### src/rtl/tablero_controller.sv
// Two-board battleship game controller: latches both fleets, alternates player/PC shots,
// tracks remaining ship cells per board and declares the winner when a fleet is sunk.
module tablero_controller #(
  parameter logic [2:0] MAR         = 3'b000,
  parameter logic [2:0] D_FALLIDO   = 3'b001,
  parameter logic [2:0] B_DESTRUIDO = 3'b010,
  parameter logic [2:0] D_ACERTADO  = 3'b011,
  parameter logic [2:0] SELECTED    = 3'b100
) (
  input  logic                  clk,
  input  logic                  rst_n,
  input  logic                  cargar,
  input  logic [4:0][4:0]       barcos_jugador,
  input  logic [4:0][4:0]       barcos_pc,
  input  logic                  mov_arriba,
  input  logic                  mov_abajo,
  input  logic                  mov_izq,
  input  logic                  mov_der,
  input  logic                  disparo,
  input  logic                  pc_valid,
  input  logic [2:0]            pc_fila,
  input  logic [2:0]            pc_columna,
  output logic [4:0][4:0][2:0]  jugador_tablero,
  output logic [4:0][4:0][2:0]  PC_tablero,
  output logic [2:0]            cursor_fila,
  output logic [2:0]            cursor_columna,
  output logic                  turno,
  output logic                  disparo_ack,
  output logic                  game_over,
  output logic                  ganador
);

  typedef enum logic [1:0] {IDLE, TURNO_JUGADOR, TURNO_PC, FIN} state_t;

  state_t               state, state_nx;
  logic [4:0][4:0][2:0] tab_j, tab_j_nx, tab_p, tab_p_nx;
  logic [4:0][4:0]      mapa_j, mapa_j_nx, mapa_p, mapa_p_nx;
  logic [4:0]           cnt_j, cnt_j_nx, cnt_p, cnt_p_nx;
  logic [2:0]           cur_f, cur_f_nx, cur_c, cur_c_nx;
  logic                 turno_nx, ack_nx, game_over_nx, ganador_nx;
  logic [4:0]           pop_j, pop_p;

  function automatic logic [4:0] popcount(input logic [4:0][4:0] m);
    logic [4:0] n;
    n = '0;
    for (int i = 0; i < 5; i++)
      for (int j = 0; j < 5; j++)
        n = n + {4'b0000, m[i][j]};
    return n;
  endfunction

  // Once the last ship cell is hit, every hit on that board is shown as sunk.
  function automatic logic [4:0][4:0][2:0] hundir(input logic [4:0][4:0][2:0] t);
    logic [4:0][4:0][2:0] r;
    r = t;
    for (int i = 0; i < 5; i++)
      for (int j = 0; j < 5; j++)
        if (t[i][j] == D_ACERTADO) r[i][j] = B_DESTRUIDO;
    return r;
  endfunction

  assign pop_j = popcount(barcos_jugador);
  assign pop_p = popcount(barcos_pc);

  always_comb begin
    state_nx     = state;
    tab_j_nx     = tab_j;
    tab_p_nx     = tab_p;
    mapa_j_nx    = mapa_j;
    mapa_p_nx    = mapa_p;
    cnt_j_nx     = cnt_j;
    cnt_p_nx     = cnt_p;
    cur_f_nx     = cur_f;
    cur_c_nx     = cur_c;
    turno_nx     = turno;
    ack_nx       = 1'b0;
    game_over_nx = game_over;
    ganador_nx   = ganador;
    case (state)
      IDLE, FIN: begin
        if (cargar) begin
          mapa_j_nx    = barcos_jugador;
          mapa_p_nx    = barcos_pc;
          cnt_j_nx     = pop_j;
          cnt_p_nx     = pop_p;
          tab_j_nx     = '0;
          tab_p_nx     = '0;
          cur_f_nx     = 3'd0;
          cur_c_nx     = 3'd0;
          turno_nx     = 1'b0;
          game_over_nx = 1'b0;
          ganador_nx   = 1'b0;
          state_nx     = TURNO_JUGADOR;
          if (pop_j == 5'd0) begin
            state_nx     = FIN;
            game_over_nx = 1'b1;
            ganador_nx   = 1'b1;
          end else if (pop_p == 5'd0) begin
            state_nx     = FIN;
            game_over_nx = 1'b1;
          end
        end
      end
      TURNO_JUGADOR: begin
        // A fire pulse always wins over a move pulse in the same cycle.
        if (disparo) begin
          if (tab_p[cur_f][cur_c] == MAR) begin
            ack_nx   = 1'b1;
            state_nx = TURNO_PC;
            turno_nx = 1'b1;
            if (mapa_p[cur_f][cur_c]) begin
              tab_p_nx[cur_f][cur_c] = D_ACERTADO;
              cnt_p_nx               = cnt_p - 5'd1;
              if (cnt_p == 5'd1) begin
                tab_p_nx     = hundir(tab_p_nx);
                state_nx     = FIN;
                turno_nx     = 1'b0;
                game_over_nx = 1'b1;
                ganador_nx   = 1'b0;
              end
            end else begin
              tab_p_nx[cur_f][cur_c] = D_FALLIDO;
            end
          end
        end else if (mov_arriba) begin
          if (cur_f != 3'd0) cur_f_nx = cur_f - 3'd1;
        end else if (mov_abajo) begin
          if (cur_f != 3'd4) cur_f_nx = cur_f + 3'd1;
        end else if (mov_izq) begin
          if (cur_c != 3'd0) cur_c_nx = cur_c - 3'd1;
        end else if (mov_der) begin
          if (cur_c != 3'd4) cur_c_nx = cur_c + 3'd1;
        end
      end
      TURNO_PC: begin
        if (pc_valid && (pc_fila <= 3'd4) && (pc_columna <= 3'd4) &&
            (tab_j[pc_fila][pc_columna] == MAR)) begin
          ack_nx   = 1'b1;
          state_nx = TURNO_JUGADOR;
          turno_nx = 1'b0;
          if (mapa_j[pc_fila][pc_columna]) begin
            tab_j_nx[pc_fila][pc_columna] = D_ACERTADO;
            cnt_j_nx                      = cnt_j - 5'd1;
            if (cnt_j == 5'd1) begin
              tab_j_nx     = hundir(tab_j_nx);
              state_nx     = FIN;
              turno_nx     = 1'b1;
              game_over_nx = 1'b1;
              ganador_nx   = 1'b1;
            end
          end else begin
            tab_j_nx[pc_fila][pc_columna] = D_FALLIDO;
          end
        end
      end
      default: state_nx = IDLE;
    endcase
  end

  always_ff @(posedge clk or negedge rst_n) begin
    if (!rst_n) begin
      state       <= IDLE;
      tab_j       <= '0;
      tab_p       <= '0;
      mapa_j      <= '0;
      mapa_p      <= '0;
      cnt_j       <= '0;
      cnt_p       <= '0;
      cur_f       <= '0;
      cur_c       <= '0;
      turno       <= 1'b0;
      disparo_ack <= 1'b0;
      game_over   <= 1'b0;
      ganador     <= 1'b0;
    end else begin
      state       <= state_nx;
      tab_j       <= tab_j_nx;
      tab_p       <= tab_p_nx;
      mapa_j      <= mapa_j_nx;
      mapa_p      <= mapa_p_nx;
      cnt_j       <= cnt_j_nx;
      cnt_p       <= cnt_p_nx;
      cur_f       <= cur_f_nx;
      cur_c       <= cur_c_nx;
      turno       <= turno_nx;
      disparo_ack <= ack_nx;
      game_over   <= game_over_nx;
      ganador     <= ganador_nx;
    end
  end

  // Cursor highlight is combinational so it tracks the cursor without an extra cycle.
  always_comb begin
    PC_tablero = tab_p;
    if ((state == TURNO_JUGADOR) && (tab_p[cur_f][cur_c] == MAR))
      PC_tablero[cur_f][cur_c] = SELECTED;
  end

  assign jugador_tablero = tab_j;
  assign cursor_fila     = cur_f;
  assign cursor_columna  = cur_c;

endmodule

### config.mk
export PLATFORM = sky130hd
export DESIGN_NAME = tablero_controller
export DESIGN_NICKNAME = d
export VERILOG_FILES = /design/src/rtl/tablero_controller.sv
export SDC_FILE = /design/constraint.sdc
export NUM_CORES = 1
export LEC_CHECK = 0
export ABC_AREA = 1
export CAP_MARGIN = 15
export CELL_PAD_IN_SITES_DETAIL_PLACEMENT = 1
export CELL_PAD_IN_SITES_GLOBAL_PLACEMENT = 1
export CORE_UTILIZATION = 40
export DETAILED_ROUTE_END_ITERATION = 8
export HOLD_SLACK_MARGIN = 0.12
export MAX_ROUTING_LAYER = met4
export PLACE_DENSITY_LB_ADDON = 0.1
export SLEW_MARGIN = 20
export SYNTH_ARGS = -nofsm -noshare
export SYNTH_HDL_FRONTEND = slang
export SYNTH_SLANG_ARGS = --single-unit
### constraint.sdc
create_clock -name clk -period 2.75 [get_ports clk]
set_input_delay 0.4125 -clock clk [delete_from_list [all_inputs] [get_ports clk]]
set_output_delay 0.4125 -clock clk [all_outputs]
set_load 0.02 [all_outputs]
# After elaboration in Yosys (flattened, before gate mapping)
# Index checks and enable logic that the tools add are counted.
[classes]
add_sub_neg = 54
reduce_logical = 27
bitwise_logic = 15
n_eq_ne = 74
muxes = 151
n_lt_le_gt_ge = 10
[op_table]
columns = ["operator", "n"]
rows = [
  ["$mux W75", 9],
  ["$pmux W75 S2", 2],
  ["$mux W3", 67],
  ["$add A5 B1 Y5", 40],
  ["$and A50 B50 Y50", 3],
  ["$eq A3 B2 Y1 const B", 50],
  ["$not A50 Y50", 3],
  ["$or A50 B50 Y50", 2],
  ["$bmux W15 S3", 2],
  ["$demux W15 S3", 2],
  ["$or A25 B25 Y25", 3],
  ["$mux W15", 4],
  ["$and A25 B25 Y25", 2],
  ["$not A25 Y25", 2],
  ["$mux W5", 9],
  ["$mux W1", 31],
  ["$bmux W5 S3", 2],
  ["$ne A3 B3 Y1 const B", 8],
  ["$ne A2 B2 Y1 const B", 10],
  ["$pmux W5 S2", 2],
  ["$bmux W3 S3", 2],
  ["$demux W3 S3", 2],
  ["$lt A3 B4 Y1 const B", 4],
  ["$mux W2", 8],
  ["31 further kinds", 62],
]
[totals]
input_bits = 65
ff_bits = 222
wordCells = 400

# Longest topological paths before layout
# Gate-level depths: netlist (run 1).
[depth]
depth_word = 29
depth_mapped = 20
ltp_nobuf = 20

# Least setup slack after synthesis (run 1)
# No wires, ideal clock.
[synth_timing]
path_kind = "input to register"
startpoint = "input port barcos_jugador[5] in the netlist's numbering"
endpoint = "register ganador"
cell_stages = 17
n_path_buf = 0
arrival_time_ns = 4.601
path_slack_ns = -1.917
required_ns = 2.684
cell_sequence = "inv_1 fa_1 inv_1 fa_1 fa_1 fa_1 inv_1 fa_1 inv_1 fa_1 fa_1 xor2_1 nor4_1 nand2_1 a21oi_1 nand4_1 nand2_1"
[synth_between]
elab_chain_cells = 24
[synth_rtl]
columns = ["item", "line", "source"]
rows = [
  ["start: declaration", "13", "input logic [4:0][4:0] barcos_jugador,"],
  ["$add A5 B1 Y5 (20 in a row)", "48", "n = n + {4'b0000, m[i][j]};"],
  ["$logic_not A5 Y1", "94", "if (pop_j == 5'd0) begin"],
  ["$mux W1", "94", ""],
  ["$mux W1", "81", "if (cargar) begin"],
  ["$pmux W1 S3", "79", "case (state)"],
  ["end signal: assignment", "188", "ganador <= ganador_nx;"],
  ["end: declaration", "30", "output logic ganador"],
]
# Every way passes these cells. The select of a mux whose other input is x is not followed.
# A chain may end at the register's enable or synchronous reset.

# Worst setup path in the final report (run 1)
[layout_timing]
startpoint = "input port barcos_jugador[9] in the netlist's numbering"
endpoint = "register ganador"
[layout_between]
elab_chain_cells = 20
[layout_rtl]
columns = ["item", "line"]
rows = [
  ["$add A5 B1 Y5 (16 in a row)", "48"],
  ["$logic_not A5 Y1", "94"],
  ["$mux W1", "94"],
  ["$mux W1", "81"],
  ["$pmux W1 S3", "79"],
]
# Every way passes these cells. The select of a mux whose other input is x is not followed.

==> run summary, run 1 <==
Min cycle time layout = 4370 ps
Insertion delay of the later-clocked pin in the worst-skew pair = 570 ps
Final nets = 2,608
Yosys Warn Count = 0
Arr. time, crit path = 4870 ps
Startpoint Class = input pin
Crit end category = flip-flop
Pwr per Cell Area = 1150 nW/µm²
Clk buf depth = 3
Xor/xnor cell area share of the yosys netlist = 0.788%
Worst reg2reg path depth = 17
Crit path top cell by count = fa_1
Num CTS Buffers = 27
Gpl congestion = 0.961
Hold depth = 3
Final Skew = 19.6 ps
Seq pwr share = 18.3%
IO Pins = 225
Critical Path RT = 3250 ps
Post-layout worst setup margin = -1620 ps
Yosys top cell area share = 38.4%
Congestion Overflow GR = 0
Cells after Synth = 2,010
Max Fanout on Critical Path = 2
Setup TNS = -40,330 ps
IO Port Bufs = 224
P_sw = 11,800 µW
Placeable core area = 35,600 µm²
Synth Cell Area = 14,500 µm²
Status = finished, violations left
Switching share of power = 47.4%
Synth Area in Simple Gates = 27.9%
Mux cell area share after synthesis = 2.63%
Maximum vdd drop = 0.000622 V
Area grow syn2layout = 49.5%
First-pass GRT wire length = 98,300 µm
Clk Tree Root Cell = clkbuf_16
RSZ-0062 raised after global routing = yes
Critical path's slowest cell = fa_1
Hold_ws = 145 ps
Hold Violations, Final = 0
Synthesized flop and latch total = 222
Die Y = 192 µm
Failing checks = setup timing
Worst rel slew slack = 27.7%
Net Count, Synth = 2,129
Chip width = 192 µm
CTS tree = yes
Seq/Total Area, Yosys = 38.4%
Antenna violations before repair = 1
Worst slew pin tran = 1080 ps
Critical path, cell by cell = buf_6 > inv_4 > fa_1 > inv_2 > fa_1 > fa_2 > fa_1 > inv_1 > fa_1 > inv_2 > fa_2 > fa_2 > nand3_2 > nand2_2 > nor4_2 > nand2_1 > a21oi_2 > nand4_1 > nand2_1
MaxCap Viol Count = 0
Post-Synth Adder-Cell Area = 6.65%
Sink Count = 222
DR vias = 16,600
Die area = 36,900 µm²
Ratio of cells with drive above 1 in the final layout = 26.1%
Distinct cells, synth = 42
Slowest cell delay on critical path = 600 ps
Synth top area cells = dfrtp_1, nand2_1, nor2_1
Drt drc = 0
H-Tree Depth = 1
Peak Freq = 0.229 GHz
Clk network pwr share = 16.5%
Cell row count = 69
Largest net degree at the start of global routing = 64
Pre-Repair DR Iteration Count = 7
Combinational power share = 65.2%
Antenna viol nets, final = 0
Synth Area in Compound Gates = 12.4%
Combinational family with the most area after synthesis = simple AND/OR/NAND/NOR gates
Kind of critical path = input pin to flip-flop
Wirelength, routed = 69,800 µm
Hold Path Class = input pin to flip-flop
Vias in the first global route = 17,200
Tcrit/Tclk final = 159%
Initial Util = 40.6%
Initial DRC count = 969
Final setup viols = 102
Via-to-Cell Ratio = 5.59
WL per Instance = 23.5 µm
Syn_area_per_cell = 7.19 µm²
Internal power = 13,000 µW
Hpwl dp = 41,500 µm
Leakage power = 0.0107 µW
Core Util, Final = 60.8%
Yosys top cell by area = dfrtp_1
Global-route usage over all layers = 35.9%
Clock transition at path regs = 60 ps
Pins over their slew limit = 0
Power Total = 24,800 µW
cells in the mapped netlist:
cell type	n
mux2_2	16
fa_1	38
ha_1	16
buf_4	25
clkbuf_2	1
or2_2	22
nor4_1	1
o21ai_0	129
a21oi_1	38
buf_1	5
a21oi_2	1
o211ai_1	7
clkbuf_1	85
nor3_1	3
a22oi_1	13
nand3_2	2
nor2_1	313
dfrtp_1	222
o21a_1	9
mux2i_1	20
xor2_1	9
o21ai_1	92
nand3b_1	3
nand3_4	1
nand4_1	37
o21bai_1	7
o22ai_1	2
inv_2	12
o41ai_1	1
nand3_1	115
nand2_2	7
nor2_2	3
nor2_4	4
inv_1	241
buf_2	18
nand2_1	451
o31ai_1	1
nor2_8	1
nand2_4	1
a31oi_1	30
buf_6	4
xnor2_1	4
path summary, 6_finish.rpt:
check,slack [ps],startpoint,end
hold / removal,140,barcos_pc[15],mapa_p[15]$_DFFE_PN0P_
setup / recovery,-1620,barcos_jugador[9],ganador$_DFFE_PN0P_
max in group asynchronous,1570,rst_n,mapa_j[1]$_DFFE_PN0P_
setup reg to reg,-160,cursor_fila[1]$_DFFE_PN0P_,tab_p[54]$_DFFE_PN0P_
hold reg to reg,490,mapa_j[18]$_DFFE_PN0P_,mapa_j[18]$_DFFE_PN0P_
min in group asynchronous,360,rst_n,mapa_p[20]$_DFFE_PN0P_
sequential cells by signal, summed over array words and instances, names as in the netlist, 3 cells and up:
register / count
jugador_tablero: 75
cursor_columna: 3
cnt_p: 5
tab_p: 75
mapa_j: 25
cnt_j: 5
cursor_fila: 3
mapa_p: 25
cell type report:
cell class | instances | area [µm²]
fill | 4354 | 14000
multi-input combinational | 1400 | 7970
sequential | 222 | 5560
timing repair buffer | 585 | 5550
inverter | 253 | 962
clock buffer | 36 | 800
tap | 461 | 577
clock inverter | 13 | 195
antenna | 1 | 2.50
per-layer routing:
layer,track usage [%],part of all wire (%),vias up
li1,-,-,7321
met1,40.2,37,8202
met2,63.0,50,777
met3,4.97,6.4,304
met4,17.1,6.6,0
met5,-,0,-
through the flow:
stage | setup WS [ps] | cell area [µm²] | std cells
after detailed placement | -2540 | 18900 | 2821
after global routing | -1820 | 21600 | 2971
after floorplan | -1700 | 14500 | 2010
after CTS | -1650 | 20900 | 2968
final | -1620 | 21600 | 2971
after global placement | -2410 | 18900 | 2821
critical path, delay by kind of cell:
family                     cells  cell delay (ps)
and+or+nand+nor                6              660
AOI/OAI and AO/OA              1              130
buffers and inverters          5              250
adders and majority gates      7             3410
power groups by stage:
stage	Sequential (µW)	Clock [µW]	Combinational (µW)
CTS	4450	4100	12900
floorplan	4460	0	6990
detailed placement	4500	0	11800
finish	4530	4100	16200
global route	4580	4210	17000
global placement	4470	0	11300
cell usage in the layout (no fill, tap or decap), drive strengths merged:
cell / count
nand2: 462
buf: 389
nor2: 321
inv: 253
dfrtp: 222
o21ai: 221
clkdlybuf4s50: 174
nand3: 118
clkbuf: 51
a21oi: 39
fa: 38
nand4: 37
a31oi: 30
or2: 22
mux2i: 20
mux2: 16
ha: 16
a22oi: 13
o21a: 9
xor2: 9
o211ai: 7
o21bai: 7
clkinv: 6
bufinv: 5
dlygate4sd3: 5
xnor2: 4
nand3b: 3
nor3: 3
clkinvlp: 2
clkdlybuf4s15: 2
o22ai: 2
diode: 1
o41ai: 1
o31ai: 1
nor4: 1
logic make-up (layout without fill, tap and decap cells):
kind of cell             Yosys count  after routing
other                              0              1
buffers and inverters            391            887
AO/OA/AOI/OAI                    330            330
AND/OR/NAND/NOR                  964            967
XOR/XNOR                          13             13
multiplexers                      36             36
adder cells (fa/ha/maj)           54             54
flip-flops                       222            222
repair_timing:
action | in CTS | in global routing
pin swaps | 57 | 59
hold buffers | 5 | 0
hold endpoints to repair | 55 | 0
setup buffers | 91 | 18
resized for setup | 345 | 115
setup endpoints to repair | 44 | 111
gates cloned | 2 | 17
No activity file was read; power rests on OpenSTA's default activity.
==> run 2: changes to the inputs <==
- RECOVER_POWER: not set -> 100
- SKIP_CTS_REPAIR_TIMING: not set -> 1
==> run 2 against run 1 <==
The run ends with capacitance limit, slew limit, setup timing left. Largest power group unchanged. Core utilization fell by 3.1 points. Setup slack got worse by 27 ps. Clock-buffer cell count did not move. Critical endpoint unchanged. Sequential power fell by 2%. Highest routed layer unchanged.
==> run summary, run 2 (synthesis gave the netlist of run 1 again) <==
Status = finished, violations left
Failing checks = capacitance limit, slew limit, setup timing
Peak Freq = 0.227 GHz
Ratio of cells with drive above 1 in the final layout = 21.2%
Design area = 20,500 µm²
Crit path top cell by count = fa_1
Vias in the first global route = 16,000
Hold Path Class = input pin to flip-flop
Startpoint Class = input pin
Max Fanout on Critical Path = 2
Insertion delay of the later-clocked pin in the worst-skew pair = 560 ps
Kind of critical path = input pin to flip-flop
Hold Violations, Final = 0
Critical Path RT = 3250 ps
Most common cell after layout, fill and taps aside = nand2_1
Slowest cell delay on critical path = 550 ps
Wirelength, routed = 58,100 µm
Sink Count = 222
Die Y = 192 µm
Area grow syn2layout = 42.0%
R2r setup slk = -180 ps
Pins over their slew limit = 57
Buf+Inv Stages, Crit Path = 5
Worst rel slew slack = -6.16%
Initial DRC count = 750
First-pass GRT wire length = 87,800 µm
Fillers = 4,480
Maximum vdd drop = 0.000581 V
Largest net degree at the start of global routing = 64
Congestion Overflow GR = 0
WL per Instance = 20.1 µm
Via-to-Cell Ratio = 5.32
Min cycle time layout = 4400 ps
Num CTS Buffers = 27
Pre-Repair DR Iteration Count = 5
Tcrit/Tclk final = 160%
Final Skew = 8.44 ps
IO Pins = 225
Placeable core area = 35,600 µm²
Drt drc = 0
Final setup viols = 110
Clk buf depth = 3
IO Port Bufs = 224
Critical path's slowest cell = fa_1
Reg-to-reg endpoint = tab_p[47]$_DFFE_PN0P_
Placed cell area = 18,900 µm²
Clk Tree Root Cell = clkbuf_16
Hold depth = 2
MaxCap Viol Count = 1
Chip width = 192 µm
Core Util, Final = 57.7%
Reg-to-Reg Start = cursor_fila[1]$_DFFE_PN0P_
Antenna viol nets, final = 0
CTS tree = yes
RSZ-0062 raised after global routing = yes
H-Tree Depth = 1
Antenna violations before repair = 0
Worst reg2reg path depth = 16
Initial Util = 40.6%
Clock transition at path regs = 60 ps
Hpwl dp = 41,500 µm
Crit end category = flip-flop
Hold Crit Start = barcos_pc[21]
Critical path, cell by cell = buf_8 > fa_1 > inv_2 > fa_1 > inv_2 > fa_1 > fa_1 > inv_2 > fa_1 > inv_2 > fa_2 > fa_2 > nand3_2 > nand2_2 > nor4_2 > nand2_1 > a21oi_2 > nand4_1 > nand2_1
Die area = 36,900 µm²
Worst slew pin tran = 1590 ps
Arr. time, crit path = 4890 ps
Gpl congestion = 0.961
Worst path top cell family by delay = adder cells
Final nets = 2,532
Pwr per Cell Area = 1060 nW/µm²
Leakage power = 0.0107 µW
Hold Path Sink = mapa_p[21]$_DFFE_PN0P_
Cell row count = 69
Post-layout worst setup margin = -1650 ps
DR vias = 15,400
Stages on worst setup path = 19
Global-route usage over all layers = 31.6%
Most frequent cells in the layout = nand2_1, nor2_1, buf_4
# diodes = 0
-- run 2: cell count changes in the layout (fill, tap and decap cells not counted), moves of 14 or more --
cell	delta
nand2_2	-20
nand2_1	+21
dlygate4sd3_1	+130
clkdlybuf4s50_1	-134
buf_4	-55
dlymetal6s2s_1	+14
-- run 2: per-layer routing --
layer  vias up  wire [µm]  track usage (%)
li1       7164          -                -
met1      7616      23400             37.6
met2       478      29500             55.4
met3       148       2840             3.95
met4         0       2340             9.96
met5         -          0                -
-- run 2: metrics by stage --
step | std cells | hold slack, ps | setup TNS, ps | setup WS [ps] | power, µW
detailed placement | 2821 | 376 | -46260 | -2540 | 16300
global route | 2894 | 122 | -66460 | -1870 | 22900
CTS | 2870 | -213 | -51230 | -1990 | 20400
floorplan | 2010 | 117 | -17610 | -1700 | 11500
global placement | 2821 | 373 | -41940 | -2410 | 15800
finish | 2894 | 116 | -42740 | -1650 | 21700
-- run 2: area by class of cell --
class	instances	area [µm²]	share of cell area, %
clock buffer	36	800	3.90
clock inverter	13	195	0.951
inverter	253	957	4.67
multi-input combinational	1398	7690	37.5
sequential	222	5560	27.1
tap	461	577	2.81
timing repair buffer	511	4740	23.1
-- run 2: worst max path at each step --
stage / start / to
detailed placement: barcos_jugador[5] / ganador$_DFFE_PN0P_
global route: barcos_jugador[15] / ganador$_DFFE_PN0P_
finish: barcos_jugador[15] / ganador$_DFFE_PN0P_
global placement: barcos_jugador[5] / ganador$_DFFE_PN0P_
CTS: barcos_jugador[5] / ganador$_DFFE_PN0P_
floorplan: barcos_jugador[17] / ganador$_DFFE_PN0P_
-- run 2: power by group --
part           internal (µW)  leakage, µW  switching, µW
Combinational           5170      0.00729           7990
Sequential              3960      0.00296            498
Clock                   2490     0.000492           1550
Total                  11600       0.0107          10000
==> run 3: changes to the inputs <==
--- a/config.mk
+++ b/config.mk
@@ -10,4 +10,5 @@
 export CELL_PAD_IN_SITES_DETAIL_PLACEMENT = 1
 export CELL_PAD_IN_SITES_GLOBAL_PLACEMENT = 1
+export CORE_MARGIN = 3
 export CORE_UTILIZATION = 40
 export DETAILED_ROUTE_END_ITERATION = 8
@@ -16,4 +17,5 @@
 export PLACE_DENSITY_LB_ADDON = 0.1
 export RECOVER_POWER = 100
+export REMOVE_ABC_BUFFERS = 1
 export SKIP_CTS_REPAIR_TIMING = 1
 export SLEW_MARGIN = 20
==> constraint.sdc (replaced) <==
create_clock -name clk -period 2.75 [get_ports clk]
set_input_delay 0.4125 -clock clk [delete_from_list [all_inputs] [get_ports clk]]
set_output_delay 0.4125 -clock clk [all_outputs]
set_load 0.05 [all_outputs]
==> run 3 against run 2 <==
Final cell count shrank 2.5%. The flow still finishes with violations (capacitance limit, slew limit, setup timing). Combinational power is essentially flat. Setup slack worse by 130 ps. Sequential cell count did not move. Critical path depth stayed put. Critical endpoint unchanged. Register-to-register slack improved by 200 ps. Fmax is 2.8% lower. Highest routed layer unchanged.
==> run summary, run 3 (synthesis gave the netlist of run 1 again) <==
Critical path, cell by cell = buf_8 > fa_1 > inv_2 > fa_1 > inv_1 > fa_1 > fa_1 > inv_1 > fa_1 > inv_2 > fa_2 > fa_2 > nand3_2 > nand2_2 > nor4_2 > nand2_1 > a21oi_2 > nand4_1 > nand2_1
Hold Path Class = input pin to flip-flop
Leakage power = 0.00994 µW
H-Tree Depth = 1
WL per Instance = 19.7 µm
Gpl congestion = 0.910
Critical path's slowest cell = fa_1
Chip width = 196 µm
Core Util, Final = 57.2%
Worst reg2reg path depth = 18
Initial DRC count = 763
Setup TNS = -30,680 ps
Maximum vdd drop = 0.000884 V
Vias in the first global route = 15,900
Place WS = -2740 ps
Final Skew = 27.4 ps
Sink Count = 222
Critical Path RT = 3250 ps
Internal power = 11,000 µW
Hold Crit Start = barcos_jugador[15]
Largest net degree at the start of global routing = 73
Placed insts = 2,752
# diodes = 0
IO Port Bufs = 224
First-pass GRT wire length = 85,700 µm
Reg-to-Reg Start = cursor_fila[0]$_DFFE_PN0P_
Die area = 38,400 µm²
Most common cell after layout, fill and taps aside = nand2_1
DR vias = 15,000
Clock transition at path regs = 60 ps
Cell row count = 68
Final Non-Filler Cells = 2,823
Via-to-Cell Ratio = 5.31
Hold Violations, Final = 0
Startpoint Class = input pin
Fillers = 4,331
Initial Util = 41.2%
Switching share of power = 48.6%
Drt drc = 0
Antenna violations before repair = 0
MaxCap Viol Count = 1
Clk Tree Root Cell = clkbuf_16
Status = finished, violations left
Most frequent cells in the layout = nand2_1, nor2_1, inv_1
P_sw = 10,400 µW
Placeable core area = 35,100 µm²
Clk network pwr share = 17.8%
Reg-to-reg endpoint = cnt_p[2]$_DFFE_PN0P_
Ratio of cells with drive above 1 in the final layout = 19.5%
Pwr per Cell Area = 1060 nW/µm²
Worst path top cell family by delay = adder cells
Congestion Overflow GR = 0
Num CTS Buffers = 28
Failing checks = capacitance limit, slew limit, setup timing
Hold Path Sink = mapa_j[15]$_DFFE_PN0P_
CTS tree = yes
R2r setup slk = 20 ps
Worst rel slew slack = -17.7%
Wirelength, routed = 55,700 µm
Tcrit/Tclk final = 165%
Hold depth = 3
RSZ-0062 raised after global routing = yes
Pre-Repair DR Iteration Count = 5
Crit path top cell by count = fa_1
Slowest cell delay on critical path = 560 ps
Final setup viols = 38
Seq pwr share = 21.3%
Crit end category = flip-flop
Hold_ws = 173 ps
Buf+Inv Stages, Crit Path = 5
Max Fanout on Critical Path = 2
Combinational power share = 60.9%
Kind of critical path = input pin to flip-flop
Min cycle time layout = 4520 ps
Peak Freq = 0.221 GHz
Global-route usage over all layers = 28.5%
Clk buf depth = 3
Final nets = 2,465
Pins over their slew limit = 65
Die Y = 196 µm
Worst slew pin tran = 1770 ps
Arr. time, crit path = 5020 ps
IO Pins = 225
Area grow syn2layout = 38.8%
Post-layout worst setup margin = -1770 ps
Insertion delay of the later-clocked pin in the worst-skew pair = 570 ps
Antenna viol nets, final = 0
Hpwl dp = 39,800 µm
-- run 3: cell count changes in the layout (fill, tap and decap cells not counted), sizes merged --
cell and delta:
bufinv -3, clkinv +5, buf -58, nand2 -1, dlygate4sd3 -134, clkbuf -5
clkdlybuf4s50 +133, dlymetal6s2s -2
-- run 3: how the worst max path moves through the flow --
stage / from / to / slack, ps / cells past startpoint
after floorplan: state[1]$_DFFE_PN0P_ / tab_p[23]$_DFFE_PN0P_ / -1980 / 6
after global placement: barcos_jugador[5] / ganador$_DFFE_PN0P_ / -2600 / 18
after detailed placement: barcos_jugador[11] / ganador$_DFFE_PN0P_ / -2740 / 18
after CTS: barcos_jugador[17] / ganador$_DFFE_PN0P_ / -2190 / 18
after global routing: barcos_jugador[15] / ganador$_DFFE_PN0P_ / -1990 / 19
final: barcos_jugador[15] / ganador$_DFFE_PN0P_ / -1770 / 19
-- run 3: worst min-delay path: stages --
cell and delay, ps:
buf_8 70, buf_4 90, mux2_2 130
-- run 3: layout make-up --
type | count | area, µm² | share of cell area, %
clock buffer | 37 | 786 | 3.92
clock inverter | 15 | 153 | 0.761
inverter | 253 | 957 | 4.77
multi-input combinational | 1397 | 7670 | 38.2
sequential | 222 | 5560 | 27.7
tap | 455 | 569 | 2.84
timing repair buffer | 444 | 4360 | 21.8
-- run 3: power by group through the flow --
stage / Combinational, µW / Clock (µW) / Sequential (µW)
5_1_grt: 14200 / 3980 / 4620
4_1_cts: 11600 / 3840 / 4520
3_3_place_gp: 11000 / 0 / 4540
3_5_place_dp: 11500 / 0 / 4560
2_1_floorplan: 5570 / 0 / 5040
6_report: 13000 / 3800 / 4540
-- run 3: per-stage QoR --
step / power [µW] / area, µm²
after floorplan: 10600 / 13800
after global placement: 15500 / 18500
after detailed placement: 16000 / 18500
after CTS: 20000 / 19500
after global routing: 22800 / 20100
final: 21300 / 20100
-- run 3: metal layers --
metal / up-vias / wire [µm] / GRT usage (%)
met5: - / 0 / -
met4: 0 / 1780 / 8.63
met3: 104 / 2460 / 3.09
met2: 365 / 27200 / 47.3
met1: 7489 / 24300 / 36.9
li1: 7033 / - / -
